### config.mk
export PLATFORM = sky130hd
export DESIGN_NAME = cc_arbiter_flat
export DESIGN_NICKNAME = d
export VERILOG_FILES = /design/src/rtl/pcie_cc_pkg.sv /design/src/rtl/cc_arbiter_if.sv /design/src/rtl/cc_skid_buf.sv /design/src/rtl/cc_arbiter.sv /design/src/flat_wrapper.sv
export SDC_FILE = /design/constraint.sdc
export NUM_CORES = 1
export LEC_CHECK = 0
export ABC_AREA = 1
export CAP_MARGIN = 20
export CORE_AREA = 5 5 183 150
export CTS_CLUSTER_SIZE = 24
export DETAILED_ROUTE_END_ITERATION = 10
export DIE_AREA = 0 0 188 155
export PLACE_DENSITY = 0.8
export SLEW_MARGIN = 20
export SYNTH_ARGS = -nofsm -noshare
export SYNTH_HDL_FRONTEND = slang
export SYNTH_SLANG_ARGS = --single-unit
### constraint.sdc
create_clock -name user_clk -period 4.8 [get_ports user_clk]
set_clock_uncertainty 0.05 [all_clocks]
set_input_delay 0.72 -clock user_clk [delete_from_list [all_inputs] [get_ports user_clk]]
set_output_delay 0.72 -clock user_clk [all_outputs]
set_load 0.02 [all_outputs]
### src/rtl/pcie_cc_pkg.sv
// Shared types and widths for the PCIe completer-completion (CC) path.
package pcie_cc_pkg;

  localparam int CC_DATA_WIDTH   = 64;
  localparam int CC_KEEP_WIDTH   = CC_DATA_WIDTH / 32;
  localparam int CC_TUSER_WIDTH  = 33;
  localparam int CQ_TUSER_WIDTH  = 85;
  localparam int CC_TREADY_WIDTH = 4;

  typedef enum logic {
    IDLE = 1'b0,
    LOCK = 1'b1
  } arb_state_t;

  typedef struct packed {
    logic [CC_DATA_WIDTH-1:0]  tdata;
    logic [CC_TUSER_WIDTH-1:0] tuser;
    logic [CC_KEEP_WIDTH-1:0]  tkeep;
    logic                      tlast;
  } cc_beat_t;

  // Modulo-n increment that also holds for non-power-of-2 n.
  function automatic int unsigned wrap_inc(input int unsigned idx, input int unsigned n);
    return (idx + 1 >= n) ? 0 : idx + 1;
  endfunction

endpackage

### src/rtl/cc_arbiter_if.sv
// CC stream bundle: NUM_REQ requester streams in, one stream out to the PCIe core.
interface cc_arbiter_if
  import pcie_cc_pkg::*;
#(
  parameter int NUM_REQ      = 2,
  parameter int C_DATA_WIDTH = 64,
  parameter int KEEP_WIDTH   = C_DATA_WIDTH / 32
);

  logic [NUM_REQ*C_DATA_WIDTH-1:0]   s_cc_tdata;
  logic [NUM_REQ*CC_TUSER_WIDTH-1:0] s_cc_tuser;
  logic [NUM_REQ-1:0]                s_cc_tlast;
  logic [NUM_REQ*KEEP_WIDTH-1:0]     s_cc_tkeep;
  logic [NUM_REQ-1:0]                s_cc_tvalid;
  logic [NUM_REQ-1:0]                s_cc_tready;

  logic [C_DATA_WIDTH-1:0]           m_cc_tdata;
  logic [CC_TUSER_WIDTH-1:0]         m_cc_tuser;
  logic                              m_cc_tlast;
  logic [KEEP_WIDTH-1:0]             m_cc_tkeep;
  logic                              m_cc_tvalid;
  logic [CC_TREADY_WIDTH-1:0]        m_cc_tready;

  // master: requesters plus the core's ready; slave: the arbiter.
  modport master (
    output s_cc_tdata, s_cc_tuser, s_cc_tlast, s_cc_tkeep, s_cc_tvalid,
    input  s_cc_tready,
    input  m_cc_tdata, m_cc_tuser, m_cc_tlast, m_cc_tkeep, m_cc_tvalid,
    output m_cc_tready
  );

  modport slave (
    input  s_cc_tdata, s_cc_tuser, s_cc_tlast, s_cc_tkeep, s_cc_tvalid,
    output s_cc_tready,
    output m_cc_tdata, m_cc_tuser, m_cc_tlast, m_cc_tkeep, m_cc_tvalid,
    input  m_cc_tready
  );

endinterface

### src/rtl/cc_skid_buf.sv
// Two-entry AXI-S register slice on cc_beat_t; in_ready is registered so the
// core's tready never reaches the requester-side ready combinationally.
module cc_skid_buf
  import pcie_cc_pkg::*;
(
  input  logic     user_clk,
  input  logic     reset_n,
  input  cc_beat_t in_beat,
  input  logic     in_valid,
  output logic     in_ready,
  output cc_beat_t out_beat,
  output logic     out_valid,
  input  logic     out_ready
);

  cc_beat_t   mem_q [2];
  logic       wr_ptr_q;
  logic       rd_ptr_q;
  logic [1:0] count_q;
  logic [1:0] count_d;
  logic       push;
  logic       pop;

  assign push      = in_valid & in_ready;
  assign out_valid = (count_q != 2'd0);
  assign pop       = out_valid & out_ready;
  assign out_beat  = mem_q[rd_ptr_q];

  always_comb begin
    count_d = count_q;
    case ({push, pop})
      2'b10:   count_d = count_q + 2'd1;
      2'b01:   count_d = count_q - 2'd1;
      default: count_d = count_q;
    endcase
  end

  always_ff @(posedge user_clk) begin
    if (!reset_n) begin
      mem_q[0] <= '0;
      mem_q[1] <= '0;
      wr_ptr_q <= 1'b0;
      rd_ptr_q <= 1'b0;
      count_q  <= 2'd0;
      in_ready <= 1'b1;
    end else begin
      if (push) begin
        mem_q[wr_ptr_q] <= in_beat;
        wr_ptr_q        <= ~wr_ptr_q;
      end
      if (pop) begin
        rd_ptr_q <= ~rd_ptr_q;
      end
      count_q  <= count_d;
      in_ready <= (count_d != 2'd2);
    end
  end

endmodule

### src/rtl/cc_arbiter.sv
// Packet-level round-robin arbiter sharing the PCIe CC stream among NUM_REQ
// completion sources; a grant is held from the first beat through tlast.
//
// state | meaning
// IDLE  | no grant; pick the next valid requester searching up from rr_ptr
// LOCK  | grant held; forward the granted requester's beats until tlast
module cc_arbiter
  import pcie_cc_pkg::*;
#(
  parameter int C_DATA_WIDTH = 64,
  parameter int KEEP_WIDTH   = C_DATA_WIDTH / 32,
  parameter int NUM_REQ      = 2,
  parameter int CNT_WIDTH    = 16
) (
  input  logic                         user_clk,
  input  logic                         reset_n,
  cc_arbiter_if.slave                  cc,
  output logic [NUM_REQ*CNT_WIDTH-1:0] pkt_cnt
);

  localparam int IDX_W = $clog2(NUM_REQ);

  arb_state_t         state_q;
  arb_state_t         state_d;
  logic [IDX_W-1:0]   grant_q;
  logic [IDX_W-1:0]   grant_d;
  logic [IDX_W-1:0]   rr_ptr_q;
  logic [IDX_W-1:0]   rr_ptr_d;
  logic [NUM_REQ-1:0] tready;
  logic               push;
  logic               tlp_done;
  logic               skid_in_ready;
  cc_beat_t           beat_in;
  cc_beat_t           beat_out;
  logic               out_valid;
  logic               unused_tready_hi;

  function automatic logic [IDX_W-1:0] rr_pick(input logic [NUM_REQ-1:0] req,
                                               input logic [IDX_W-1:0]   ptr);
    logic [IDX_W-1:0] pick;
    logic [IDX_W:0]   sum;
    pick = ptr;
    // Walk from the farthest offset down so the nearest valid requester wins.
    for (int k = NUM_REQ - 1; k >= 0; k--) begin
      sum = {1'b0, ptr} + (IDX_W+1)'(k);
      if (sum >= (IDX_W+1)'(NUM_REQ)) begin
        sum = sum - (IDX_W+1)'(NUM_REQ);
      end
      if (req[sum[IDX_W-1:0]]) begin
        pick = sum[IDX_W-1:0];
      end
    end
    return pick;
  endfunction

  always_ff @(posedge user_clk) begin
    if (!reset_n) begin
      state_q  <= IDLE;
      grant_q  <= '0;
      rr_ptr_q <= '0;
    end else begin
      state_q  <= state_d;
      grant_q  <= grant_d;
      rr_ptr_q <= rr_ptr_d;
    end
  end

  always_comb begin
    state_d  = state_q;
    grant_d  = grant_q;
    rr_ptr_d = rr_ptr_q;
    tready   = '0;
    push     = 1'b0;
    case (state_q)
      IDLE: begin
        if (|cc.s_cc_tvalid) begin
          grant_d = rr_pick(cc.s_cc_tvalid, rr_ptr_q);
          state_d = LOCK;
        end
      end
      LOCK: begin
        tready[grant_q] = skid_in_ready;
        push            = cc.s_cc_tvalid[grant_q] & skid_in_ready;
        if (push && cc.s_cc_tlast[grant_q]) begin
          state_d  = IDLE;
          rr_ptr_d = IDX_W'(wrap_inc(32'(grant_q), NUM_REQ));
        end
      end
      default: state_d = IDLE;
    endcase
  end

  assign tlp_done       = push & cc.s_cc_tlast[grant_q];
  assign cc.s_cc_tready = tready;

  always_comb begin
    beat_in       = '0;
    beat_in.tdata = cc.s_cc_tdata[32'(grant_q)*C_DATA_WIDTH +: C_DATA_WIDTH];
    beat_in.tuser = cc.s_cc_tuser[32'(grant_q)*CC_TUSER_WIDTH +: CC_TUSER_WIDTH];
    beat_in.tkeep = cc.s_cc_tkeep[32'(grant_q)*KEEP_WIDTH +: KEEP_WIDTH];
    beat_in.tlast = cc.s_cc_tlast[grant_q];
  end

  cc_skid_buf u_skid (
    .user_clk  (user_clk),
    .reset_n   (reset_n),
    .in_beat   (beat_in),
    .in_valid  (push),
    .in_ready  (skid_in_ready),
    .out_beat  (beat_out),
    .out_valid (out_valid),
    .out_ready (cc.m_cc_tready[0])
  );

  assign cc.m_cc_tdata  = beat_out.tdata;
  assign cc.m_cc_tuser  = beat_out.tuser;
  assign cc.m_cc_tkeep  = beat_out.tkeep;
  assign cc.m_cc_tlast  = beat_out.tlast;
  assign cc.m_cc_tvalid = out_valid;

  // Only bit 0 of the core's tready is meaningful.
  assign unused_tready_hi = ^cc.m_cc_tready[CC_TREADY_WIDTH-1:1];

  for (genvar gi = 0; gi < NUM_REQ; gi++) begin : g_cnt
    logic [CNT_WIDTH-1:0] cnt_q;
    always_ff @(posedge user_clk) begin
      if (!reset_n) begin
        cnt_q <= '0;
      end else if (tlp_done && grant_q == IDX_W'(gi)) begin
        cnt_q <= cnt_q + 1'b1;
      end
    end
    assign pkt_cnt[gi*CNT_WIDTH +: CNT_WIDTH] = cnt_q;
  end

endmodule

### src/flat_wrapper.sv
// flat-port wrapper written by rule: the top's interface ports become plain ports
module cc_arbiter_flat import pcie_cc_pkg::*;
#(
  parameter int C_DATA_WIDTH = 64,
  parameter int KEEP_WIDTH   = C_DATA_WIDTH / 32,
  parameter int NUM_REQ      = 2,
  parameter int CNT_WIDTH    = 16
)
  (user_clk, reset_n, pkt_cnt, cc_s_cc_tdata, cc_s_cc_tuser, cc_s_cc_tlast, cc_s_cc_tkeep, cc_s_cc_tvalid, cc_s_cc_tready, cc_m_cc_tdata, cc_m_cc_tuser, cc_m_cc_tlast, cc_m_cc_tkeep, cc_m_cc_tvalid, cc_m_cc_tready);
  cc_arbiter_if #(.NUM_REQ(NUM_REQ), .C_DATA_WIDTH(C_DATA_WIDTH), .KEEP_WIDTH(KEEP_WIDTH)) cc_i ();
  input  logic user_clk;
  input  logic reset_n;
  output logic [NUM_REQ*CNT_WIDTH-1:0] pkt_cnt;
  input wire logic [$bits(cc_i.s_cc_tdata)-1:0] cc_s_cc_tdata;
  input wire logic [$bits(cc_i.s_cc_tuser)-1:0] cc_s_cc_tuser;
  input wire logic [$bits(cc_i.s_cc_tlast)-1:0] cc_s_cc_tlast;
  input wire logic [$bits(cc_i.s_cc_tkeep)-1:0] cc_s_cc_tkeep;
  input wire logic [$bits(cc_i.s_cc_tvalid)-1:0] cc_s_cc_tvalid;
  output wire logic [$bits(cc_i.s_cc_tready)-1:0] cc_s_cc_tready;
  output wire logic [$bits(cc_i.m_cc_tdata)-1:0] cc_m_cc_tdata;
  output wire logic [$bits(cc_i.m_cc_tuser)-1:0] cc_m_cc_tuser;
  output wire logic [$bits(cc_i.m_cc_tlast)-1:0] cc_m_cc_tlast;
  output wire logic [$bits(cc_i.m_cc_tkeep)-1:0] cc_m_cc_tkeep;
  output wire logic [$bits(cc_i.m_cc_tvalid)-1:0] cc_m_cc_tvalid;
  input wire logic [$bits(cc_i.m_cc_tready)-1:0] cc_m_cc_tready;
  assign cc_i.s_cc_tdata = cc_s_cc_tdata;
  assign cc_i.s_cc_tuser = cc_s_cc_tuser;
  assign cc_i.s_cc_tlast = cc_s_cc_tlast;
  assign cc_i.s_cc_tkeep = cc_s_cc_tkeep;
  assign cc_i.s_cc_tvalid = cc_s_cc_tvalid;
  assign cc_s_cc_tready = cc_i.s_cc_tready;
  assign cc_m_cc_tdata = cc_i.m_cc_tdata;
  assign cc_m_cc_tuser = cc_i.m_cc_tuser;
  assign cc_m_cc_tlast = cc_i.m_cc_tlast;
  assign cc_m_cc_tkeep = cc_i.m_cc_tkeep;
  assign cc_m_cc_tvalid = cc_i.m_cc_tvalid;
  assign cc_i.m_cc_tready = cc_m_cc_tready;
  cc_arbiter #(.C_DATA_WIDTH(C_DATA_WIDTH), .KEEP_WIDTH(KEEP_WIDTH), .NUM_REQ(NUM_REQ), .CNT_WIDTH(CNT_WIDTH)) u_core (.user_clk(user_clk), .reset_n(reset_n), .cc(cc_i), .pkt_cnt(pkt_cnt));
endmodule
==> flow_metrics.tcl <==
set metrics [dict create \
    hpwl_um 20500 \
    drt-initial-drc-count 379 \
    syn_area_mm2 0.0120 \
    dieHeight_um 155 \
    grt_usage 0.195 \
    viasPerCell 5.07 \
    drt_first_pass_iters 5 \
    max-vdd-ir-drop_uv 245 \
    outcome "complete, no violations" \
    first_global_vias 8514 \
    cp-start-kind "register" \
    cp.arrival_ps 2680 \
    die_area_mm2 0.0291 \
    fin_area_mm2 0.0163 \
    drv_cap 0 \
    cts.path.max_buffers 3 \
    pwr_density_cell_mw_per_mm2 354 \
    min_path_type "reg -> reg" \
    regArea_mm2 0.00683 \
    area_growth_pct 36.2 \
    cts_sinks 241 \
    critPathKind "reg -> out" \
    grt_max_degree 60 \
    synth-edff-count 200 \
    gp_congestion 0.843 \
    synthFlopType "edfxtp_1" \
    relSlewSlack 0.324 \
    antenna_found_initial 0 \
    max_slew.worst_pin.slew_ps 1010 \
    final-hold-violation-count 0 \
    grt_setup_unrepaired "false" \
    clock_latency_ps 520 \
    dp.cells 1596 \
    core_area_mm2 0.0256 \
    grt-ovfl-total 0 \
    cts_tree "yes" \
    drc 0 \
    synth_cell_type_count 33 \
    ys_warn_count 0 \
    async_flop_share 0 \
    clkSlewWorstSetupHoldPaths_ps 60 \
    hold_buffers 0 \
    final_nets 1505 \
    n_antenna_cell 0 \
    ios 343 \
    routed_wl_um 29500 \
    synth_area_per_cell_um2 12.4 \
    cts_buffers 26 \
    finalSetupViolCount 0 \
    root_buffer "clkbuf_16" \
    placed_area_mm2 0.0155 \
    fin_crit_sh 0.720 \
    multi_input_area_mm2 0.00465 \
    worst-endpoint-required_ps 4030 \
    final_core_util 0.637 \
    grt_pass1_wl_um 46200 \
    fp.dieW_um 188 \
    htree_levels 1 \
    max_freq_mhz 289 \
    postRouteAntennaNets 0 \
    ys_ff_latch 241 \
    row_count 53 \
    nFillCells 1984 \
    ys_seq_area_frac 0.571 \
    dr_total_vias 8324 \
    final_cells 1642 \
    power.leakage_nw 5.83 \
    synth_nets 1179 \
    synthCells 968 \
    port_buffers 339 \
    layout-drive-gt1-share 0.186 \
    post_cts.repair.setup_buffers 0 \
    fin_crit_ps 3450 \
    drv_slew 0 \
    detail_route.wl_per_cell_um 18.0 \
    setup-tns-final_ps 0 \
    critPathCaptureType "output pin" \
    start_util 0.467 \
    path_max_fanout 59 \
    cts_resized 0 \
]
-- final timing paths --
| kind | from | end | slack [ps] | depth (start not counted) |
|---|---|---|---|---|
| worst max register to register | u_core.grant_q | u_core.u_skid.mem_q[1][96] | 1910 | 4 |
| worst max-delay path | register | cc_m_cc_tdata[14] | 1350 | 3 |
| worst min register to register | u_core.u_skid.rd_ptr_q | register | 390 | 1 |
| worst min-delay path | u_core.u_skid.rd_ptr_q | register | 390 | 1 |
-- cells in the mapped netlist (2+ instances only) --
master    count  share of area
nand3b_1      4         0.0025
or2_2         3         0.0016
nor2_1      185          0.058
buf_4         2         0.0013
nand4_1       2         0.0010
inv_1        24         0.0075
inv_2         2        0.00063
xor2_1        5         0.0037
o21ai_0       7         0.0029
nand3_1      30          0.013
edfxtp_1    200           0.50
nand2_2       2         0.0010
nor2_4       80          0.075
buf_2        29          0.012
dfxtp_1      41          0.069
ha_1          3         0.0031
buf_12        8          0.013
clkbuf_1      7         0.0022
xnor2_1       2         0.0015
nand2_1      89          0.028
nor3_1        2        0.00084
mux2i_1      99          0.083
a21oi_1      27          0.011
mux2_2      100          0.094
buf_6         7         0.0066
-- routing by layer --
metal | share of wire | GRT usage
met2 | 0.50 | 0.341
met3 | 0.073 | 0.0547
met1 | 0.40 | 0.239
met4 | 0.029 | 0.0524
met5 | 0 | 0
-- layout by cell type (no fill, tap or decap), drive strengths merged --
cell,n
inv,27
nand3b,4
mux2i,99
o21ai,8
dfxtp,41
a21oi,27
xor2,5
nand2,92
or2,3
o311ai,1
clkbuf,37
a211oi,1
mux2,100
nor2,266
xnor2,2
and3,1
nand4,2
nand3,31
clkdlybuf4s50,339
nor3,2
clkinv,9
buf,12
ha,3
edfxtp,200
-- kinds of logic after synthesis --
| logic type | count (synthesis) | synth area share |
|---|---|---|
| DFF | 241 | 0.571 |
| AOI/OAI and AO/OA | 37 | 0.0160 |
| and+or+nand+nor | 401 | 0.184 |
| xor gates and xnor gates | 7 | 0.00513 |
| adders and majority gates | 3 | 0.00314 |
| muxes | 199 | 0.177 |
| buffers and inverters | 80 | 0.0443 |
-- through the flow --
| stage | hold slack [ps] | setup slack (ps) | total power (W) |
|---|---|---|---|
| floorplan | 376 | 661 | 0.00334 |
| global placement | 373 | 1390 | 0.00397 |
| detailed placement | 379 | 1350 | 0.00400 |
| CTS | 394 | 1260 | 0.00583 |
| global route | 446 | 1230 | 0.00600 |
| finish | 392 | 1350 | 0.00577 |
-- registers in the layout, summed over array words and instances, names as in the netlist, named ones only --
register                cells
u_core.rr_ptr_q             1
u_core.grant_q              1
u_core.u_skid.mem_q       200
u_core.u_skid.wr_ptr_q      1
u_core.u_skid.in_ready      1
u_core.u_skid.rd_ptr_q      1
u_core.g_cnt.cnt_q         32
u_core.state_q              1
u_core.u_skid.count_q       2
-- critical path, stage by stage (launching register included) --
cell and delay [ps]:
dfxtp_4 730, buf_12 370, mux2_2 410, clkdlybuf4s50_1 560
-- power breakdown --
part / internal, W / switching, W / leakage [nW]
Clock: 0.00105 / 0.000788 / 0.387
Sequential: 0.00239 / 0.0000799 / 2.41
Combinational: 0.000734 / 0.000727 / 3.03
Total: 0.00417 / 0.00159 / 5.83
-- area by class of cell --
| class | count | share of cell area |
|---|---|---|
| repair buffers | 351 | 0.216 |
| multi-input cells | 647 | 0.285 |
| clock buffers | 37 | 0.0445 |
| well taps | 330 | 0.0253 |
| clock inverters | 9 | 0.00330 |
| inverters | 27 | 0.00637 |
| flip-flops and latches | 241 | 0.419 |
No activity file was read; power rests on OpenSTA's default activity.
